`config.mk`:
```
export PLATFORM = sky130hd
export DESIGN_NAME = scan_ctrl
export DESIGN_NICKNAME = d
export VERILOG_FILES = /design/src/rtl/scan_ctrl_pkg.sv /design/src/rtl/scan_timer.sv /design/src/rtl/scan_ctrl.sv
export SDC_FILE = /design/constraint.sdc
export NUM_CORES = 1
export LEC_CHECK = 0
export ABC_AREA = 1
export CORE_MARGIN = 3
export CORE_UTILIZATION = 62
export CTS_BUF_LIST = sky130_fd_sc_hd__clkbuf_4 sky130_fd_sc_hd__clkbuf_8
export DETAILED_ROUTE_END_ITERATION = 10
export PLACE_DENSITY = 0.83
export SYNTH_ARGS = -nofsm -noshare
export SYNTH_HDL_FRONTEND = slang
export SYNTH_SLANG_ARGS = --single-unit
```
`constraint.sdc`:
```
create_clock -name clk -period 3.35 [get_ports clk]
set_input_delay 0.67 -clock clk [delete_from_list [all_inputs] [get_ports clk]]
set_output_delay 0.67 -clock clk [all_outputs]
set_load 0.01 [all_outputs]
```
`src/rtl/scan_ctrl_pkg.sv`:
```
// Shared types and helpers for the multiplexed 8-digit display scanner.
package scan_ctrl_pkg;

    localparam int unsigned NDIG  = 8;
    localparam int unsigned DIG_W = 4;
    localparam int unsigned IDX_W = 3;

    typedef enum logic [1:0] {
        ST_OFF  = 2'd0,
        ST_SHOW = 2'd1,
        ST_GAP  = 2'd2
    } state_t;

    // Digit index to one-hot select; digit 0 maps to the msb.
    function automatic logic [NDIG-1:0] digit_onehot(input logic [IDX_W-1:0] d);
        digit_onehot = {{(NDIG-1){1'b0}}, 1'b1} << (IDX_W'(NDIG - 1) - d);
    endfunction

endpackage

```
`src/rtl/scan_timer.sv`:
```
// Load/countdown timer for dwell and gap phases; terminal count is a value of 1.
module scan_timer #(
    parameter int unsigned W = 10
) (
    input  logic         clk,
    input  logic         rst,
    input  logic         clr,
    input  logic         load,
    input  logic [W-1:0] load_val,
    output logic         tc_c,
    output logic         tc_next_c
);

    logic [W-1:0] cnt;

    always_ff @(posedge clk or posedge rst) begin
        if (rst)
            cnt <= '0;
        else if (clr)
            cnt <= '0;
        else if (load)
            cnt <= load_val;
        else if (cnt != '0)
            cnt <= cnt - W'(1);
    end

    assign tc_c = (cnt == W'(1));
    // True when the count after the coming edge will be the last cycle of the phase.
    assign tc_next_c = !clr && (load ? (load_val == W'(1)) : (cnt == W'(2)));

endmodule

```
`src/rtl/scan_ctrl.sv`:
```
// Display scan controller: shadow/active digit buffers, dwell/gap sequencing,
// frame-boundary commit and leading-zero blanking. All outputs registered.
module scan_ctrl
    import scan_ctrl_pkg::*;
#(
    parameter int unsigned CLK_DIV = 1000,
    parameter int unsigned GAP_CYC = 16
) (
    input  logic        clk,
    input  logic        rst,
    input  logic        en,
    input  logic        wr_en,
    input  logic [2:0]  wr_addr,
    input  logic [3:0]  wr_data,
    input  logic        commit,
    input  logic        blank_lz,
    output logic [7:0]  scan,
    output logic [3:0]  seg,
    output logic        frame_done,
    output logic        commit_ack
);

    localparam int unsigned MAXC = (CLK_DIV > GAP_CYC) ? CLK_DIV : GAP_CYC;
    localparam int unsigned TW   = ($clog2(MAXC + 1) > 2) ? $clog2(MAXC + 1) : 2;
    localparam state_t      LAST_ST = (GAP_CYC == 0) ? ST_SHOW : ST_GAP;

    state_t                        st, st_n;
    logic [IDX_W-1:0]              d, d_n;
    logic                          pending, pending_n;
    logic [NDIG-1:0][DIG_W-1:0]    shadow, shadow_n, active, active_n;
    logic                          tmr_clr, tmr_load, tc_c, tc_next_c;
    logic [TW-1:0]                 tmr_val;
    logic                          pend_eff, boundary_n, copy_n, blank_n, drive_n;
    logic [NDIG-1:0]               nz, prefix_mask, scan_n;
    logic [DIG_W-1:0]              seg_n;

    scan_timer #(.W(TW)) u_timer (
        .clk       (clk),
        .rst       (rst),
        .clr       (tmr_clr),
        .load      (tmr_load),
        .load_val  (tmr_val),
        .tc_c      (tc_c),
        .tc_next_c (tc_next_c)
    );

    // Next state, digit index and timer control.
    always_comb begin
        st_n     = st;
        d_n      = d;
        tmr_clr  = 1'b0;
        tmr_load = 1'b0;
        tmr_val  = '0;
        case (st)
            ST_OFF: begin
                if (en) begin
                    st_n     = ST_SHOW;
                    d_n      = '0;
                    tmr_load = 1'b1;
                    tmr_val  = TW'(CLK_DIV);
                end else begin
                    tmr_clr = 1'b1;
                end
            end
            ST_SHOW: begin
                if (!en) begin
                    st_n    = ST_OFF;
                    d_n     = '0;
                    tmr_clr = 1'b1;
                end else if (tc_c) begin
                    tmr_load = 1'b1;
                    if (GAP_CYC != 0) begin
                        st_n    = ST_GAP;
                        tmr_val = TW'(GAP_CYC);
                    end else begin
                        d_n     = d + IDX_W'(1);
                        tmr_val = TW'(CLK_DIV);
                    end
                end
            end
            ST_GAP: begin
                if (!en) begin
                    st_n    = ST_OFF;
                    d_n     = '0;
                    tmr_clr = 1'b1;
                end else if (tc_c) begin
                    st_n     = ST_SHOW;
                    d_n      = d + IDX_W'(1);
                    tmr_load = 1'b1;
                    tmr_val  = TW'(CLK_DIV);
                end
            end
            default: begin
                st_n    = ST_OFF;
                d_n     = '0;
                tmr_clr = 1'b1;
            end
        endcase
    end

    // Buffers, commit and registered display values for the upcoming cycle.
    always_comb begin
        shadow_n = shadow;
        if (wr_en)
            shadow_n[wr_addr] = wr_data;
        pend_eff   = pending | commit;
        boundary_n = (st_n == LAST_ST) && (d_n == IDX_W'(NDIG - 1)) && tc_next_c;
        copy_n     = pend_eff && (boundary_n || (st == ST_OFF));
        pending_n  = pend_eff && !copy_n;
        active_n   = copy_n ? shadow_n : active;

        nz = '0;
        for (int k = 0; k < NDIG; k++)
            nz[k] = |active_n[k];
        prefix_mask = ({{(NDIG-2){1'b0}}, 2'b10} << d_n) - {{(NDIG-1){1'b0}}, 1'b1};
        blank_n     = blank_lz && (d_n != IDX_W'(NDIG - 1)) && ((nz & prefix_mask) == '0);
        drive_n     = (st_n == ST_SHOW) && !blank_n;
        scan_n      = drive_n ? digit_onehot(d_n) : '0;
        seg_n       = drive_n ? active_n[d_n] : '0;
    end

    always_ff @(posedge clk or posedge rst) begin
        if (rst) begin
            st         <= ST_OFF;
            d          <= '0;
            pending    <= 1'b0;
            shadow     <= '0;
            active     <= '0;
            scan       <= '0;
            seg        <= '0;
            frame_done <= 1'b0;
            commit_ack <= 1'b0;
        end else begin
            st         <= st_n;
            d          <= d_n;
            pending    <= pending_n;
            shadow     <= shadow_n;
            active     <= active_n;
            scan       <= scan_n;
            seg        <= seg_n;
            frame_done <= boundary_n;
            commit_ack <= copy_n;
        end
    end

endmodule

```
* Word level (Yosys, flattened, before mapping)
Cells that the tools add are included.
** Operators by class
- $add $sub $neg :: 4
- Divide/modulo/power cells :: 0
- Magnitude comparators :: 3
- Shift operators :: 2
- Muxes and demuxes :: 36
- Reductions and logical operators :: 27
- Bitwise operators :: 2
- Eq/ne operators :: 9
- Multipliers :: 0
** Operators by type and width (count)
- $mux 32 :: 2
- $mux 10 :: 6
- $bwmux 32 :: 1
- $reduce_or 4->1 :: 8
- $pmux 10 s3 :: 1
- $eq 10x1->1 const B :: 2
- $bmux 4 s3 :: 1
- $demux 4 s3 :: 1
- $mux 3 :: 4
- $mux 4 :: 3
- $eq 10x2->1 const B :: 1
- $mux 2 :: 5
- $mux 5 :: 2
- $reduce_bool 10->1 :: 1
- $sub 10x1->10 const B :: 1
- $logic_and 1x1->1 :: 9
- $pmux 3 s3 :: 1
- $and 8x8->8 :: 1
- $logic_not 8->1 :: 1
- $lt 3x4->1 const B :: 2
- $mux 8 :: 1
- $shl 1x3->8 const A :: 1
- $shl 2x3->8 const A :: 1
- $sub 8x1->8 const B :: 1
- 17 further kinds :: 26
** Word-level totals
- Bits in latches :: 0
- Register bits after elaboration :: 94
- Output and inout port bits :: 14
- Bits of input ports :: 13
- Memory bits (writable) :: 0
- Logic and storage cells :: 107
- Bits in read-only memories :: 0
- Memories kept :: 0

* Longest topological paths before layout
- Word-level depth :: 18
- Depth in mapped cells :: 24
- Depth with buffers taken out :: 23

* Modules after synthesis
A second synthesis with hierarchy kept.
** Second synthesis, totals
- Cells, all modules :: 601
- Area total of the unflattened synthesis :: 4735.8 sq um
** Modules (own cells, without submodules)
- scan_ctrl :: sequential area each 2102.0 sq um, cells each 489, area an instance 3976.3 sq um, times used 1
- scan_timer :: sequential area each 250.2 sq um, cells each 112, area an instance 759.5 sq um, times used 1

* Worst setup path after synthesis
Ideal clock, no wire load.
- Path type :: reg-to-reg
- Start :: register st[0]
- End :: register seg[2]
- Path slack :: 499 ps
- Data required time :: 3229 ps
- Stages on the path, launching flop included :: 25
- Clock period less this slack :: 2851 ps
- Buffers on the path :: 1
- Setup time :: 121 ps
- Arrival time :: 2730 ps
- Cell sequence :: dfrtp_1 inv_1 ha_1 inv_1 o21ai_0 inv_1 nand2_1 nand2_1 nand2_1 nand2_1 nand2_1 inv_1 nand2_1 ha_1 inv_1 a21oi_1 nand4_1 xor2_1 nand2_1 nand2_1 nor2_1 nand2_1 nand2_2 buf_6 nor2_1
** Between the ends
- Cells in the longest elaborated chain, start to end :: 16
- Elaborated cells between the ends (all ways) :: 47
- Those cells by class :: add/sub: 1; eq/ne: 7; shift: 1; mux: 15; bitwise: 1; reduce/logical: 22
** RTL lines
- start, declared :: line scan_ctrl.sv:27 : state_t st, st_n;
- start signal, assigned :: line scan_ctrl.sv:134 : st <= st_n;
- $eq 2x2->1, or another cell as far along :: line scan_ctrl.sv:54 : case (st)
- $pmux 10 s3, or another cell as far along :: line scan_ctrl.sv:54
- $eq 10x1->1, or another cell as far along :: line scan_timer.sv:29 : assign tc_next_c = !clr && (load ? (load_val == W'(1)) : (cnt == W'(2)));
- $mux 1, or another cell as far along :: line scan_timer.sv:29
- $logic_and 1x1->1, on equally long branches :: line scan_timer.sv:29, scan_ctrl.sv:107
- $logic_and 1x1->1 :: line scan_ctrl.sv:107 : boundary_n = (st_n == LAST_ST) && (d_n == IDX_W'(NDIG - 1)) && tc_next_c;
- $logic_or 1x1->1 :: line scan_ctrl.sv:108 : copy_n = pend_eff && (boundary_n || (st == ST_OFF));
- $logic_and 1x1->1 :: line scan_ctrl.sv:108
- $mux 32 :: line scan_ctrl.sv:110 : active_n = copy_n ? shadow_n : active;
- $reduce_or 4->1 :: line scan_ctrl.sv:114 : nz[k] = |active_n[k];
- $and 8x8->8 :: line scan_ctrl.sv:116 : blank_n = blank_lz && (d_n != IDX_W'(NDIG - 1)) && ((nz & prefix_mask) == '0);
- $logic_not 8->1 :: line scan_ctrl.sv:116
- $logic_and 1x1->1 :: line scan_ctrl.sv:116
- $logic_not 1->1 :: line scan_ctrl.sv:117 : drive_n = (st_n == ST_SHOW) && !blank_n;
- $logic_and 1x1->1 :: line scan_ctrl.sv:117
- $mux 4 * :: line scan_ctrl.sv:119 : seg_n = drive_n ? active_n[d_n] : '0;
- named net seg_n[2] :: line scan_ctrl.sv:35 : logic [DIG_W-1:0] seg_n;
- end signal, assigned :: line scan_ctrl.sv:140 : seg <= seg_n;
- end, declared :: line scan_ctrl.sv:18 : output logic [3:0] seg,
The timed path passes the listed nets; every way through them passes the cells marked *. The select of a mux whose other input is x is not followed.
A chain may end at the register's enable or synchronous reset.

==> results by group <==
Status
  – Status: finished clean

Setup path
  – Worst Path Arrival: 3.25 ns
  – Slowest-stage cell, CP: dfrtp_1
  – Worst path most repeated cell: nand2_1
  – Critical Path Fanout Max: 35
  – Critical path type: flip-flop to flip-flop
  – Worst path cell trace: inv_1 -> ha_1 -> nand2_2 -> inv_2 -> nand3_2 -> nand2_1 -> nand2_1 -> a21oi_2 -> nand2_1 -> o21bai_4 -> nand2_8 -> nand2_1 -> nand2_1 -> nor2_1 -> nand2_1 -> nand2_1 -> nand2_1 -> nor2_1 -> nand2_1 -> nand2_4 -> nor2_1
  – WP data required: about 3.6 ns
  – Crit end category: flip-flop
  – CP max stage delay: ~0.42 ns
  – CP top delay family: simple AND/OR/NAND/NOR gates
  – CP Launch Type: flip-flop
  – CP Buf/Inv Count: 2

Synth
  – Post-synthesis cell count: 548
  – Ys Warns: 0
  – Most used DFF post-synth: dfrtp_1
  – Post-synthesis register bit count: 94
  – Most common cell in the netlist: nand2_1
  – Most area-consuming cells after synthesis: dfrtp_1, nand2_1, inv_1
  – Synth Net Count: 571
  – Asr flop ratio synth: 1.00
  – Area share of the largest cell type after synthesis: 0.523
  – Commonest cells in the synthesized netlist: nand2_1, dfrtp_1, inv_1, nor2_1, nand3_1
  – Post-synth top area cell: dfrtp_1
  – Syn_area_per_cell: 8.21 sq um
  – Number of synthesized flops with an enable pin: 0
  – Sequential element share of the synthesized area: 0.523
  – Unique cell type count in the Yosys netlist: 32
  – Cell area after synthesis: 0.00450 sq mm

Worst hold path
  – HP Class: flip-flop to flip-flop

Placement
  – Cells after DPL: 680
  – Routability cong.: 0.908
  – Port Buf Inserts: 26
  – Hpwl dp: 7.33 mm

Timing
  – Unrepaired setup endpoints after global routing: false
  – Worst clock skew: 0.00569 ns
  – Fin. max-slew vios: 0
  – Fmax: approximately 330 MHz
  – Setup TNS: 0 ns
  – Minimum clock period after layout: around 3 ns
  – Max_slew headroom: 0.402
  – Period utilization: 0.892
  – Worst Tran Pin Value: 0.896 ns
  – Smallest hold slack: a little over 0.5 ns
  – Final setup viols: 0
  – Final hold violations: 0

Power and ir drop
  – Power share of the clock group: 0.202
  – Net Sw Frac: 0.401
  – Leak Pwr: between 2 and 3 nW
  – Power Density: 809 mW/mm^2
  – Worst vdd rail ir drop: 0.466 mV
  – P_sw: about 1.7 mW
  – Combinational Power Share: 0.426
  – Sequential share of power: 0.372
  – Cell Int Power: 2.53 mW

Floorplanning
  – Chip height: 91.2 um
  – DIE WIDTH: 91.2 um
  – Row Count: 30
  – Die ar.: 0.00831 sq mm
  – Top-Level Pins: 27
  – Core Region: between 0.006 and 0.007 sq mm
  – Initial core utilization: 0.651

Finish
  – Fillers: 507
  – Layout Cells excl Fill: 696
  – Synthesis-to-finish area growth: 16.3%
  – Register area: 0.00235 sq mm
  – Multi-input logic area: around 0.0019 sq mm
  – Ant. Diodes: 0
  – Final net count: roughly 620
  – Share of cells above drive strength 1: 0.0883

Detailed routing
  – TritonRoute pass-1 iters: 5
  – Total number of vias: 3,786
  – First DRT Iteration DRCs: 365
  – DR vias/cell: 5.44
  – Drt wl/cell: 14.6 um
  – Post-DRT Antenna Nets: 0
  – Final WL: 10.2 mm
  – DRC: 0

Global route
  – Initial antenna violation count: 0
  – Met2 usage: 0.426
  – First-pass GRT wire length: 17.5 mm
  – Largest net degree at the start of global routing: 51
  – Total Routing Usage GR: 0.260
  – Vias in the first global route: 3,725
  – Met3 Track Usage GR: 0.0315
  – Gr busiest metal: met2
  – Aggregate global routing overflow: 0
  – Grt met1 use: 0.355

Clocking
  – CTS max path bufs: 2
  – Max H-tree Level: 3
  – Cts bufs inserted: 9
  – Clock-pin slew on the worst setup and hold paths: around 0.1 ns
  – Setup Buffers After CTS: 0
  – Worst-skew pair later-pin latency: 0.36 ns
  – # clock sinks: 94
  – TritonCTS clock tree: yes
  – Root Driver: clkbuf_8

Job
  – Max-Cap Viols: 0
## kinds of logic (layout without fill, tap and decap cells)
kind of cell,count (synthesis),count (layout),share of synthesized area
flops,94,94,0.523
buf+inv,68,120,0.0648
simple gates,291,291,0.271
fa+ha+maj,10,10,0.0278
compound gates,76,76,0.0957
xor+xnor,9,9,0.0175
## path summary, 6_finish.rpt
check	startpoint	endpoint	slack, ns	depth (start not counted)
worst max-delay path	u_timer.cnt[1]$_DFFE_PP0P_	seg[3]$_DFF_PP0_	0.36	21
worst min-delay path	active[24]$_DFF_PP0_	active[24]$_DFF_PP0_	0.50	2
worst max register to register	u_timer.cnt[1]$_DFFE_PP0P_	seg[3]$_DFF_PP0_	0.36	21
worst min register to register	active[24]$_DFF_PP0_	active[24]$_DFF_PP0_	0.50	2
max in group asynchronous	rst	active[11]$_DFF_PP0_	1.81	3
min in group asynchronous	rst	shadow[1]$_DFF_PP0_	0.79	2
## power groups by stage
stage	registers, mW	clock network [mW]	logic, mW
after floorplan	1.59	0	1.26
after global placement	1.58	0	1.68
after detailed placement	1.60	0	1.74
after CTS	1.58	0.859	1.76
after global routing	1.61	0.911	2.02
final	1.58	0.855	1.80
## flip-flops by register name, summed over array words and instances (netlist names)
| name | flops |
|---|---|
| active | 32 |
| shadow | 32 |
| u_timer.cnt | 10 |
| scan | 8 |
| seg | 4 |
| d | 3 |
| st | 2 |
| commit_ack | 1 |
| frame_done | 1 |
| pending | 1 |
## area by class of cell
type	instances	share of cell area
timing repair buffer	47	0.0851
clock buffer	9	0.0237
inverter	57	0.0411
tap	96	0.0230
sequential	94	0.450
clock inverter	7	0.0201
multi-input combinational	386	0.357
## timing repair
item	CTS	global route
gates resized for setup	0	4
setup endpoints to repair	0	12
hold endpoints to repair	0	0
hold buffers	0	0
## cell usage in the layout (no fill, tap or decap), types with 3 or more instances in the layout
cell type and n:
nor2_1 56, o21ai_1 3, o22ai_1 13, nand2_1 176, nand3_1 39, nor2_4 4, clkdlybuf4s50_1 25, xnor2_1 3
buf_4 19, o21ai_0 34, nand4_1 3, ha_1 10, xor2_1 6, inv_1 55, dfrtp_1 94, clkbuf_8 9
nand3_2 3, nor3_1 5, a21oi_1 18
## metrics by stage
step                setup WS, ns  power (mW)  utilization  cell area, sq um
floorplan                  0.231        2.85            -              4500
detailed placement        -0.146        3.33        0.722              4990
finish                     0.361        4.23        0.757              5230
CTS                        0.193        4.20        0.755              5220
global route              0.0220        4.54        0.757              5230
global placement         -0.0467        3.26        0.722              4990
## routing by layer
layer / share of wire / up-vias
met5: 0 / -
met2: 0.49 / 141
met1: 0.44 / 1771
met4: 0.026 / 0
met3: 0.050 / 32
li1: - / 1842
## worst reg2reg max path: cells and delay by family (launching register included)
kind	cells	cell delay [ns]
AO/OA/AOI/OAI	2	0.47
adder cells (fa/ha/maj)	1	0.20
buffers and inverters	2	0.19
flip-flops	1	0.42
AND/OR/NAND/NOR	16	1.61
No activity file was read; power rests on OpenSTA's default activity.
